`src/rtl/elevator_pkg.sv`:
```
// Shared constants, FSM state type and one-hot helper for the elevator call dispatcher.
package elevator_pkg;

   localparam int DEFAULT_NUM_FLOORS = 4;

   localparam logic [3:0] FLOOR_0 = 4'b0001;
   localparam logic [3:0] FLOOR_1 = 4'b0010;
   localparam logic [3:0] FLOOR_2 = 4'b0100;
   localparam logic [3:0] FLOOR_3 = 4'b1000;

   typedef enum logic [1:0] {
      IDLE,
      MOVING,
      DWELL
   } disp_state_t;

   function automatic logic is_onehot(input logic [31:0] v);
      return (v != 32'd0) && ((v & (v - 32'd1)) == 32'd0);
   endfunction

endpackage

```
`src/rtl/elevator_call_dispatcher_scan.sv`:
```
// Combinational SCAN helper: nearest pending call above/below the current floor, and the
// target/direction SCAN would pick from here (keep direction, reverse only when nothing ahead).
module call_scan_select
   import elevator_pkg::*;
#(
   parameter int NUM_FLOORS = DEFAULT_NUM_FLOORS
) (
   input  logic [NUM_FLOORS-1:0] pending,
   input  logic [NUM_FLOORS-1:0] present,
   input  logic                  dir_up,
   output logic [NUM_FLOORS-1:0] nearest_above,
   output logic [NUM_FLOORS-1:0] nearest_below,
   output logic                  has_above,
   output logic                  has_below,
   output logic [NUM_FLOORS-1:0] next_target,
   output logic                  next_dir_up
);

   logic seen_lo;
   logic seen_hi;

   // Walk upward from the present floor; the first pending bit past it is the nearest above.
   always_comb begin
      nearest_above = '0;
      has_above     = 1'b0;
      seen_lo       = 1'b0;
      for (int i = 0; i < NUM_FLOORS; i++) begin
         if (seen_lo && pending[i] && !has_above) begin
            nearest_above[i] = 1'b1;
            has_above        = 1'b1;
         end
         if (present[i]) seen_lo = 1'b1;
      end
   end

   always_comb begin
      nearest_below = '0;
      has_below     = 1'b0;
      seen_hi       = 1'b0;
      for (int i = NUM_FLOORS - 1; i >= 0; i--) begin
         if (seen_hi && pending[i] && !has_below) begin
            nearest_below[i] = 1'b1;
            has_below        = 1'b1;
         end
         if (present[i]) seen_hi = 1'b1;
      end
   end

   always_comb begin
      next_target = '0;
      next_dir_up = dir_up;
      if (dir_up) begin
         next_target = has_above ? nearest_above : nearest_below;
         next_dir_up = has_above;
      end else begin
         next_target = has_below ? nearest_below : nearest_above;
         next_dir_up = !has_below;
      end
   end

endmodule

```
`src/rtl/elevator_call_dispatcher.sv`:
```
// Latches call buttons and drives a one-hot SCAN-ordered target to the floor controller; door dwell per stop.
// Latency: lamps 1 cycle after press, new target 1 cycle after IDLE sees a call; DOOR_HOLD_EN adds door_hold.
// No backpressure: the floor controller tracks requested_floor; calls are never dropped, only served.
module elevator_call_dispatcher
   import elevator_pkg::*;
#(
   parameter int NUM_FLOORS  = DEFAULT_NUM_FLOORS,
   parameter int DWELL_TICKS = 3
) (
   input  logic                  clk,
   input  logic                  rst_n,
   input  logic                  tick,
   input  logic [NUM_FLOORS-1:0] call_btn,
   input  logic [NUM_FLOORS-1:0] present_floor,
   output logic [NUM_FLOORS-1:0] requested_floor,
   output logic [NUM_FLOORS-1:0] pending_calls,
   output logic                  door_open,
   output logic                  dir_up,
   output logic                  fault
`ifdef DOOR_HOLD_EN
   ,
   input  logic                  door_hold
`endif
);

   localparam int                    CW         = $clog2(DWELL_TICKS + 1);
   localparam logic [CW-1:0]         DWELL_LOAD = CW'(DWELL_TICKS);
   localparam logic [NUM_FLOORS-1:0] BOTTOM     = NUM_FLOORS'(1);

   disp_state_t           state_q, state_d;
   logic [NUM_FLOORS-1:0] req_q, req_d;
   logic [NUM_FLOORS-1:0] pend_q, pend_d;
   logic                  dir_q, dir_d;
   logic                  fault_q;
   logic [CW-1:0]         cnt_q, cnt_d;

   logic [NUM_FLOORS-1:0] scan_pending;
   logic [NUM_FLOORS-1:0] near_above, near_below, next_target;
   logic                  has_above, has_below, next_dir_up;
   logic [NUM_FLOORS-1:0] latch_mask, clr_mask;
   logic                  present_ok, press_here, hold_req, enter_dwell;

   assign present_ok = is_onehot(32'(present_floor));
   assign press_here = |(call_btn & present_floor);

`ifdef DOOR_HOLD_EN
   assign hold_req = door_hold | press_here;
`else
   assign hold_req = 1'b0;
`endif

   // While moving, a press this cycle may retarget immediately instead of waiting for the lamp.
   assign scan_pending = (state_q == MOVING) ? (pend_q | call_btn) : pend_q;

   call_scan_select #(
      .NUM_FLOORS (NUM_FLOORS)
   ) u_scan (
      .pending       (scan_pending),
      .present       (present_floor),
      .dir_up        (dir_q),
      .nearest_above (near_above),
      .nearest_below (near_below),
      .has_above     (has_above),
      .has_below     (has_below),
      .next_target   (next_target),
      .next_dir_up   (next_dir_up)
   );

   always_comb begin
      state_d     = state_q;
      req_d       = req_q;
      dir_d       = dir_q;
      cnt_d       = cnt_q;
      enter_dwell = 1'b0;
      latch_mask  = '1;
      if (!present_ok) begin
         state_d = IDLE;
         req_d   = BOTTOM;
         cnt_d   = '0;
      end else begin
         case (state_q)
            IDLE: begin
               req_d      = present_floor;
               latch_mask = ~present_floor;
               // A call left pending at this floor (e.g. across a fault) is served in place.
               if (press_here || |(pend_q & present_floor)) begin
                  enter_dwell = 1'b1;
               end else if (|pend_q) begin
                  state_d = MOVING;
                  req_d   = next_target;
                  dir_d   = next_dir_up;
               end
            end
            MOVING: begin
               if (present_floor == req_q) begin
                  enter_dwell = 1'b1;
               end else if (dir_q && has_above && (near_above < req_q)) begin
                  req_d = near_above;
               end else if (!dir_q && has_below && (near_below > req_q)) begin
                  req_d = near_below;
               end
            end
            DWELL: begin
               latch_mask = ~present_floor;
               if (hold_req) begin
                  cnt_d = DWELL_LOAD;
               end else if (tick) begin
                  if (cnt_q <= CW'(1)) begin
                     cnt_d   = '0;
                     state_d = IDLE;
                  end else begin
                     cnt_d = cnt_q - CW'(1);
                  end
               end
            end
            default: state_d = IDLE;
         endcase
      end
      if (enter_dwell) begin
         state_d = DWELL;
         cnt_d   = DWELL_LOAD;
      end
      clr_mask = enter_dwell ? present_floor : '0;
      pend_d   = (pend_q | (call_btn & latch_mask)) & ~clr_mask;
   end

   always_ff @(posedge clk or negedge rst_n) begin
      if (!rst_n) begin
         state_q <= IDLE;
         req_q   <= BOTTOM;
         pend_q  <= '0;
         dir_q   <= 1'b1;
         fault_q <= 1'b0;
         cnt_q   <= '0;
      end else begin
         state_q <= state_d;
         req_q   <= req_d;
         pend_q  <= pend_d;
         dir_q   <= dir_d;
         fault_q <= !present_ok;
         cnt_q   <= cnt_d;
      end
   end

   assign requested_floor = req_q;
   assign pending_calls   = pend_q;
   assign door_open       = (state_q == DWELL);
   assign dir_up          = dir_q;
   assign fault           = fault_q;

endmodule

```
`config.mk`:
```
export PLATFORM = sky130hd
export DESIGN_NAME = elevator_call_dispatcher
export DESIGN_NICKNAME = d
export VERILOG_FILES = /design/src/rtl/elevator_pkg.sv /design/src/rtl/elevator_call_dispatcher_scan.sv /design/src/rtl/elevator_call_dispatcher.sv
export SDC_FILE = /design/constraint.sdc
export NUM_CORES = 1
export LEC_CHECK = 0
export ABC_AREA = 1
export CAP_MARGIN = 20
export CORE_UTILIZATION = 40
export DETAILED_ROUTE_END_ITERATION = 16
export GPL_TIMING_DRIVEN = 0
export HOLD_SLACK_MARGIN = 0.06
export SYNTH_ARGS = -nofsm -noshare
export SYNTH_HDL_FRONTEND = slang
export SYNTH_SLANG_ARGS = --single-unit
```
`constraint.sdc`:
```
create_clock -name clk -period 4.6 [get_ports clk]
set_input_delay 1.38 -clock clk [delete_from_list [all_inputs] [get_ports clk]]
set_output_delay 1.38 -clock clk [all_outputs]
set_load 0.02 [all_outputs]
```
== Word level (Yosys, flattened, before mapping) ==
Index checks and enable logic that the tools add are counted.
W data, S select, Z words.

* Bitwise logic cells: 10
* Reduce and logical (&&, ||, !) cells: 34
* Div/mod/pow operators: 0
* Magnitude comparators: 3
* $mul: 0
* $add $sub $neg: 2
* Equality and inequality tests: 13
* Shift-type cells: 0
* Multiplexer cells: 47

{| class="wikitable"
|+ Operators by type and width
! operator !! count
|-
| $mux W4 || 13
|-
| $and A4 B32 Y32 || 1
|-
| $logic_not A32 Y1 || 1
|-
| $mux W2 || 11
|-
| $mux W1 || 20
|-
| $and A4 B4 Y4 || 4
|-
| $logic_and A1 B1 Y1 || 15
|-
| $reduce_or A4 Y1 || 3
|-
| $ne A4 B2 Y1 const B || 2
|-
| $ne A4 B4 Y1 const B || 2
|-
| $not A4 Y4 || 2
|-
| $or A4 B4 Y4 || 2
|-
| $pmux W4 S2 || 1
|-
| $logic_not A1 Y1 || 7
|-
| $ne A3 B2 Y1 const B || 2
|-
| $ne A3 B3 Y1 const B || 2
|-
| $pmux W2 S3 || 1
|-
| $reduce_and A5 Y1 || 1
|-
| $sub A4 B1 Y5 const B || 1
|-
| $eq A4 B4 Y1 || 1
|-
| $gt A3 B4 Y1 || 1
|-
| $lt A4 B4 Y1 || 1
|-
| $ne A4 B3 Y1 const B || 1
|-
| $reduce_and A4 Y1 || 1
|-
| other kinds (13) || 13
|}

* Logic and storage cells: 115
* Register bits: 14
* Bits in latches: 0
* Output and inout port bits: 11
* RAM bits: 0
* ROM bits: 0
* Input port bits: 11
* Memories kept: 0

== Logic depth before layout (Yosys ltp) ==
* Depth in word-level cells: 17
* Gate-level depth with buffers: 19
* Depth with buffers taken out: 19

== Modules after synthesis ==
From an unflattened synthesis, not the netlist that was laid out.

* Cell total of the unflattened synthesis: 266
* Area total of the unflattened synthesis: 1674.1 um^2

{| class="wikitable"
|+ Modules (own cells, without submodules)
! module !! instances !! area an instance (um^2) !! cells each !! seq. area each (um^2)
|-
| elevator_call_dispatcher || 1 || 1453.9 || 227 || 352.8
|-
| call_scan_select || 1 || 220.2 || 39 || 0.0
|}

== Worst setup path after synthesis ==
OpenSTA, ideal clock, no wires.

* Path type: input -> register
* Start point: input present_floor[0]
* End point: register req_q[2], in the netlist requested_floor[2]
* Stages: 14
* Path slack: 1339 ps
* Setup time: 116 ps
* Path buffers: 1
* Arrival: 3144 ps
* Required time: 4484 ps
* Path through: buf_4 -> nor2_4 -> inv_2 -> nand3_2 -> nand2_1 -> nor2_2 -> ha_1 -> a21o_1 -> a21oi_1 -> nand3_4 -> nand2_4 -> o21bai_4 -> nor2_1 -> nor2_2

* Cells in the longest elaborated chain, start to end: 15
* Elaborated cells between the ends (all ways): 42
* Those cells by class: add/sub (1); order compare (1); eq/ne (4); mux (17); bitwise (3); reduce/logical (16)

{| class="wikitable"
|+ RTL lines
! element !! RTL line !! source
|-
| start: declaration || elevator_call_dispatcher.sv:14 || <nowiki>input logic [NUM_FLOORS-1:0] present_floor,</nowiki>
|-
| $mux W1 || elevator_call_dispatcher_scan.sv:32 || <nowiki>if (present[i]) seen_lo = 1'b1;</nowiki>
|-
| $logic_and A1 B1 Y1 || elevator_call_dispatcher_scan.sv:28 || <nowiki>if (seen_lo && pending[i] && !has_above) begin</nowiki>
|-
| $mux W1 || elevator_call_dispatcher_scan.sv:28 ||
|-
| $logic_not A1 Y1 || elevator_call_dispatcher_scan.sv:28 ||
|-
| $logic_and A1 B1 Y1 || elevator_call_dispatcher_scan.sv:28 ||
|-
| $mux W1 || elevator_call_dispatcher_scan.sv:28 ||
|-
| $logic_not A1 Y1 || elevator_call_dispatcher_scan.sv:28 ||
|-
| $logic_and A1 B1 Y1 || elevator_call_dispatcher_scan.sv:28 ||
|-
| $mux W1 || elevator_call_dispatcher_scan.sv:28 ||
|-
| $lt A4 B4 Y1 (tied with other cells) || elevator_call_dispatcher.sv:97 || <nowiki>end else if (dir_q && has_above && (near_above < req_q)) begin</nowiki>
|-
| $logic_and A1 B1 Y1 / $mux W4 (equally long branches) || elevator_call_dispatcher.sv:97, elevator_call_dispatcher_scan.sv:52 ||
|-
| $mux W4 (on tied branches) || elevator_call_dispatcher.sv:97, elevator_call_dispatcher.sv:88 ||
|-
| $mux W4 (on tied branches) || elevator_call_dispatcher.sv:95, elevator_call_dispatcher.sv:86 ||
|-
| $pmux W4 S2 || elevator_call_dispatcher.sv:81 || <nowiki>case (state_q)</nowiki>
|-
| $mux W4 || elevator_call_dispatcher.sv:76 || <nowiki>if (!present_ok) begin</nowiki>
|-
| end signal: assignment || elevator_call_dispatcher.sv:137 || <nowiki>req_q <= req_d;</nowiki>
|-
| end: declaration || elevator_call_dispatcher.sv:31 || <nowiki>logic [NUM_FLOORS-1:0] req_q, req_d;</nowiki>
|}

Parallel ways exist; a longest one is shown, timed or not. The select of a mux whose other input is x is not followed.
A chain may end at the register's enable or synchronous reset.

== Worst setup path in the final report ==
* Start point: input present_floor[1]
* End point: register req_q[2], in the netlist requested_floor[2]

* Cells in the longest elaborated chain, start to end: 13
* Elaborated cells between the ends (all ways): 46
* Those cells by class: add/sub (1); order compare (2); eq/ne (4); mux (18); bitwise (3); reduce/logical (18)

{| class="wikitable"
|+ RTL lines
! element !! RTL line
|-
| $mux W1 || elevator_call_dispatcher_scan.sv:32
|-
| $logic_and A1 B1 Y1 (2 in a row) || elevator_call_dispatcher_scan.sv:28
|-
| $mux W1 || elevator_call_dispatcher_scan.sv:28
|-
| $logic_not A1 Y1 || elevator_call_dispatcher_scan.sv:28
|-
| $logic_and A1 B1 Y1 || elevator_call_dispatcher_scan.sv:28
|-
| $mux W1 || elevator_call_dispatcher_scan.sv:28
|-
| $lt A4 B4 Y1 (tied with other cells) || elevator_call_dispatcher.sv:97
|-
| $logic_and A1 B1 Y1 / $mux W4 (equally long branches) || elevator_call_dispatcher.sv:97, elevator_call_dispatcher_scan.sv:52
|-
| $mux W4 (on tied branches) || elevator_call_dispatcher.sv:97, elevator_call_dispatcher.sv:88
|-
| $mux W4 (on tied branches) || elevator_call_dispatcher.sv:95, elevator_call_dispatcher.sv:86
|-
| $pmux W4 S2 || elevator_call_dispatcher.sv:81
|-
| $mux W4 || elevator_call_dispatcher.sv:76
|}

Parallel ways exist; a longest one is shown, timed or not. The select of a mux whose other input is x is not followed.

==> reports/results.ini <==
[detailed_routing]
route.detailed.drc = 0
drt-vias-per-instance = 4.85
wl_per_cell_um = 11.8
vias = 1376
drt_first_iter_violations = 73
first_pass_iters = 4
ant_nets = 0
wl_um = 3370

[power]
power_density_nw_per_um2 = 335
combPwrFrac_pct = 57.6
swShare_pct = 46.7
peakVddDrop_mv = 0.138
switching_power_uw = 270
leakage_nw = 0.910
seq_power_share_pct = 30.3
internal_power_uw = 308
p_clk_share_pct = 12.1

[clocking]
cts_resized = 0
cts_buffer_depth = 2
htreeDepth = 1
clock_latency_ps = 280
cts_setup_buffers = 0
clock-sinks = 14
cts_root_buf = clkbuf_4
cts.clk_slew.worst_paths_ps = 80
numCtsBuffers = 3
cts_tree = yes
hold_buffers = 0

[critical_path]
critPathRequiredTime_ps = 4780
worstPathArrival_ps = 3850
critPathCaptureType = flip-flop
crit_path_start_kind = primary input
path_class = primary input to flip-flop
path_max_fanout = 8

[synthesis]
synth_top_cell_area_share_pct = 20.7
synth.distinct_cells = 28
synth_area_leaders = dfrtp_1 (21%), nand2_1 (17%), inv_1 (8.0%)
async_flop_share_pct = 100
syn-cell-area_um2 = 1450
synth-edff-count = 0
synth_seq_cells = 14
synth_common_cells = nand2_1 (65), inv_1 (31), nand3_1 (14), nor2_1 (14), dfrtp_1 (12)
syn_inst = 216
ys.flop_type = dfrtp_1
ys_warn_count = 0
seq_area_frac_synth_pct = 24.3
synth_top_area_cell = dfrtp_1
syn-mean-instance-area_um2 = 6.72
synth_most_common_cell = nand2_1
syn-num-nets = 232

[finish]
fillers = 361
stdcell_area_um2 = 1720
drive_gt1_share_pct = 20.6
antenna_cells = 0
fin_nets = 256
post-route-util_pct = 50.4
syn_to_final_growth_pct = 18.6
stdcell_count = 284

[global_routing]
grt_usage_pct = 19.4
overflow = 0
grt_pass1_vias = 1312
grt_first_pass_wirelength_um = 5950
grt_start_max_net_pins = 15
antenna_found_initial = 0

[timing]
relSlewSlack_pct = 55.5
rsz0062_at_grt = no
setup_viol = 0
layout_setup_ws_ps = 924
drv_slew = 0
period_needed_ps = 3680
finalSetupTns_ps = 0
fmax_mhz = 272
worst_pin_slew_ps = 665
hold_violations = 0
finalCritPeriodShare_pct = 79.9
clock_skew_ps = 3.88

[worst_hold_path]
min_path_type = flip-flop to flip-flop

[placed_design]
gp_congestion = 0.824
pre_cts_ws_ps = 622
post_dp_cell_area_um2 = 1700
dp_hpwl_um = 2710
dp.cells = 281
portBuffers = 19

[floorplan]
die_y_um = 62.2
core_area_um2 = 3420
num_rows = 21
start_util_pct = 42.5
die-area_um2 = 3870
ios = 22
die_x_um = 62.2

[run]
drv_cap = 0

[status]
status = completed

## metrics by stage
stage | hold slack (ps) | total power [mW]
3_5_place_dp | 525 | 0.513
5_1_grt | 574 | 0.631
3_3_place_gp | 524 | 0.511
2_1_floorplan | 492 | 0.421
6_report | 533 | 0.578
4_1_cts | 546 | 0.588
## placed cells by master (no fill, tap or decap)
master / instances
ha_1: 5
nor2_2: 5
nand2_4: 4
nand2_1: 65
clkdlybuf4s50_1: 19
o21ai_0: 4
o21ai_1: 7
nor3_2: 1
inv_1: 31
nor2_4: 4
o21bai_4: 1
nand3_1: 14
inv_2: 7
buf_4: 2
o21bai_1: 1
nand4_1: 6
clkbuf_4: 3
nand3_2: 4
o21ai_2: 2
a21o_1: 1
dfrtp_1: 12
nand2_2: 7
inv_4: 1
dfstp_2: 2
buf_2: 1
xnor2_1: 1
nand3_4: 5
nor2_1: 14
nor3_1: 4
a21oi_1: 5
## area by class of cell
cell class / count / area [µm²] / share of cell area [%]
repair buffers: 19 / 190 / 11.0
plain buffers: 3 / 20.0 / 1.16
flip-flops and latches: 14 / 353 / 20.5
well taps: 46 / 57.6 / 3.34
multi-input cells: 160 / 930 / 54.0
inverters: 39 / 149 / 8.65
clock buffers: 3 / 22.5 / 1.31
## path summary, 6_finish.rpt
path / start / to / slack, ps / cells past startpoint
setup / recovery: present_floor[1] / requested_floor[2] / 920 / 14
hold / removal: cnt_q[1] / cnt_q[1] / 530 / 2
setup reg to reg: state_q[0] / requested_floor[2] / 2160 / 14
hold reg to reg: cnt_q[1] / cnt_q[1] / 530 / 2
max in group asynchronous: rst_n / requested_floor[2] / 2670 / 1
min in group asynchronous: rst_n / fault / 1500 / 1
## logic make-up (layout without fill, tap and decap cells)
group / count (synthesis) / after routing / synth area share (%)
adder cells (fa/ha/maj): 5 / 5 / 4.31
flip-flops: 14 / 14 / 24.3
AND/OR/NAND/NOR: 133 / 133 / 50.1
buffers and inverters: 42 / 64 / 11.6
AO/OA/AOI/OAI: 21 / 21 / 9.05
XOR/XNOR: 1 / 1 / 0.604
## layer usage
metal / vias to the layer above / global-route usage, % / part of all wire (%)
li1: 722 / - / -
met3: 8 / 2.21 / 3.6
met4: 0 / 6.98 / 1.9
met2: 23 / 32.4 / 45
met1: 623 / 25.6 / 49
met5: - / 0 / 0
## flip-flops by register name (all words and copies together) (netlist names)
register / flops
fault: 1
cnt_q: 2
requested_floor: 4
state_q: 2
pending_calls: 4
dir_up: 1
## power groups by stage
stage	sequential, mW	combinational (mW)	clock [mW]
after floorplan	0.194	0.228	0
after global placement	0.178	0.333	0
after detailed placement	0.178	0.335	0
after CTS	0.176	0.337	0.0750
after global routing	0.179	0.374	0.0786
final	0.175	0.333	0.0697
## critical path, stage by stage
cell and delay (ps):
clkdlybuf4s50_1 600, nor2_4 210, inv_2 60, nand3_2 110, nand2_1 70, nor2_2 140
ha_1 270, a21o_1 180, a21oi_1 340, nand3_4 140, nand2_4 90, o21bai_4 90
nor2_1 150, nor2_2 40
No activity file was read; power rests on OpenSTA's default activity.
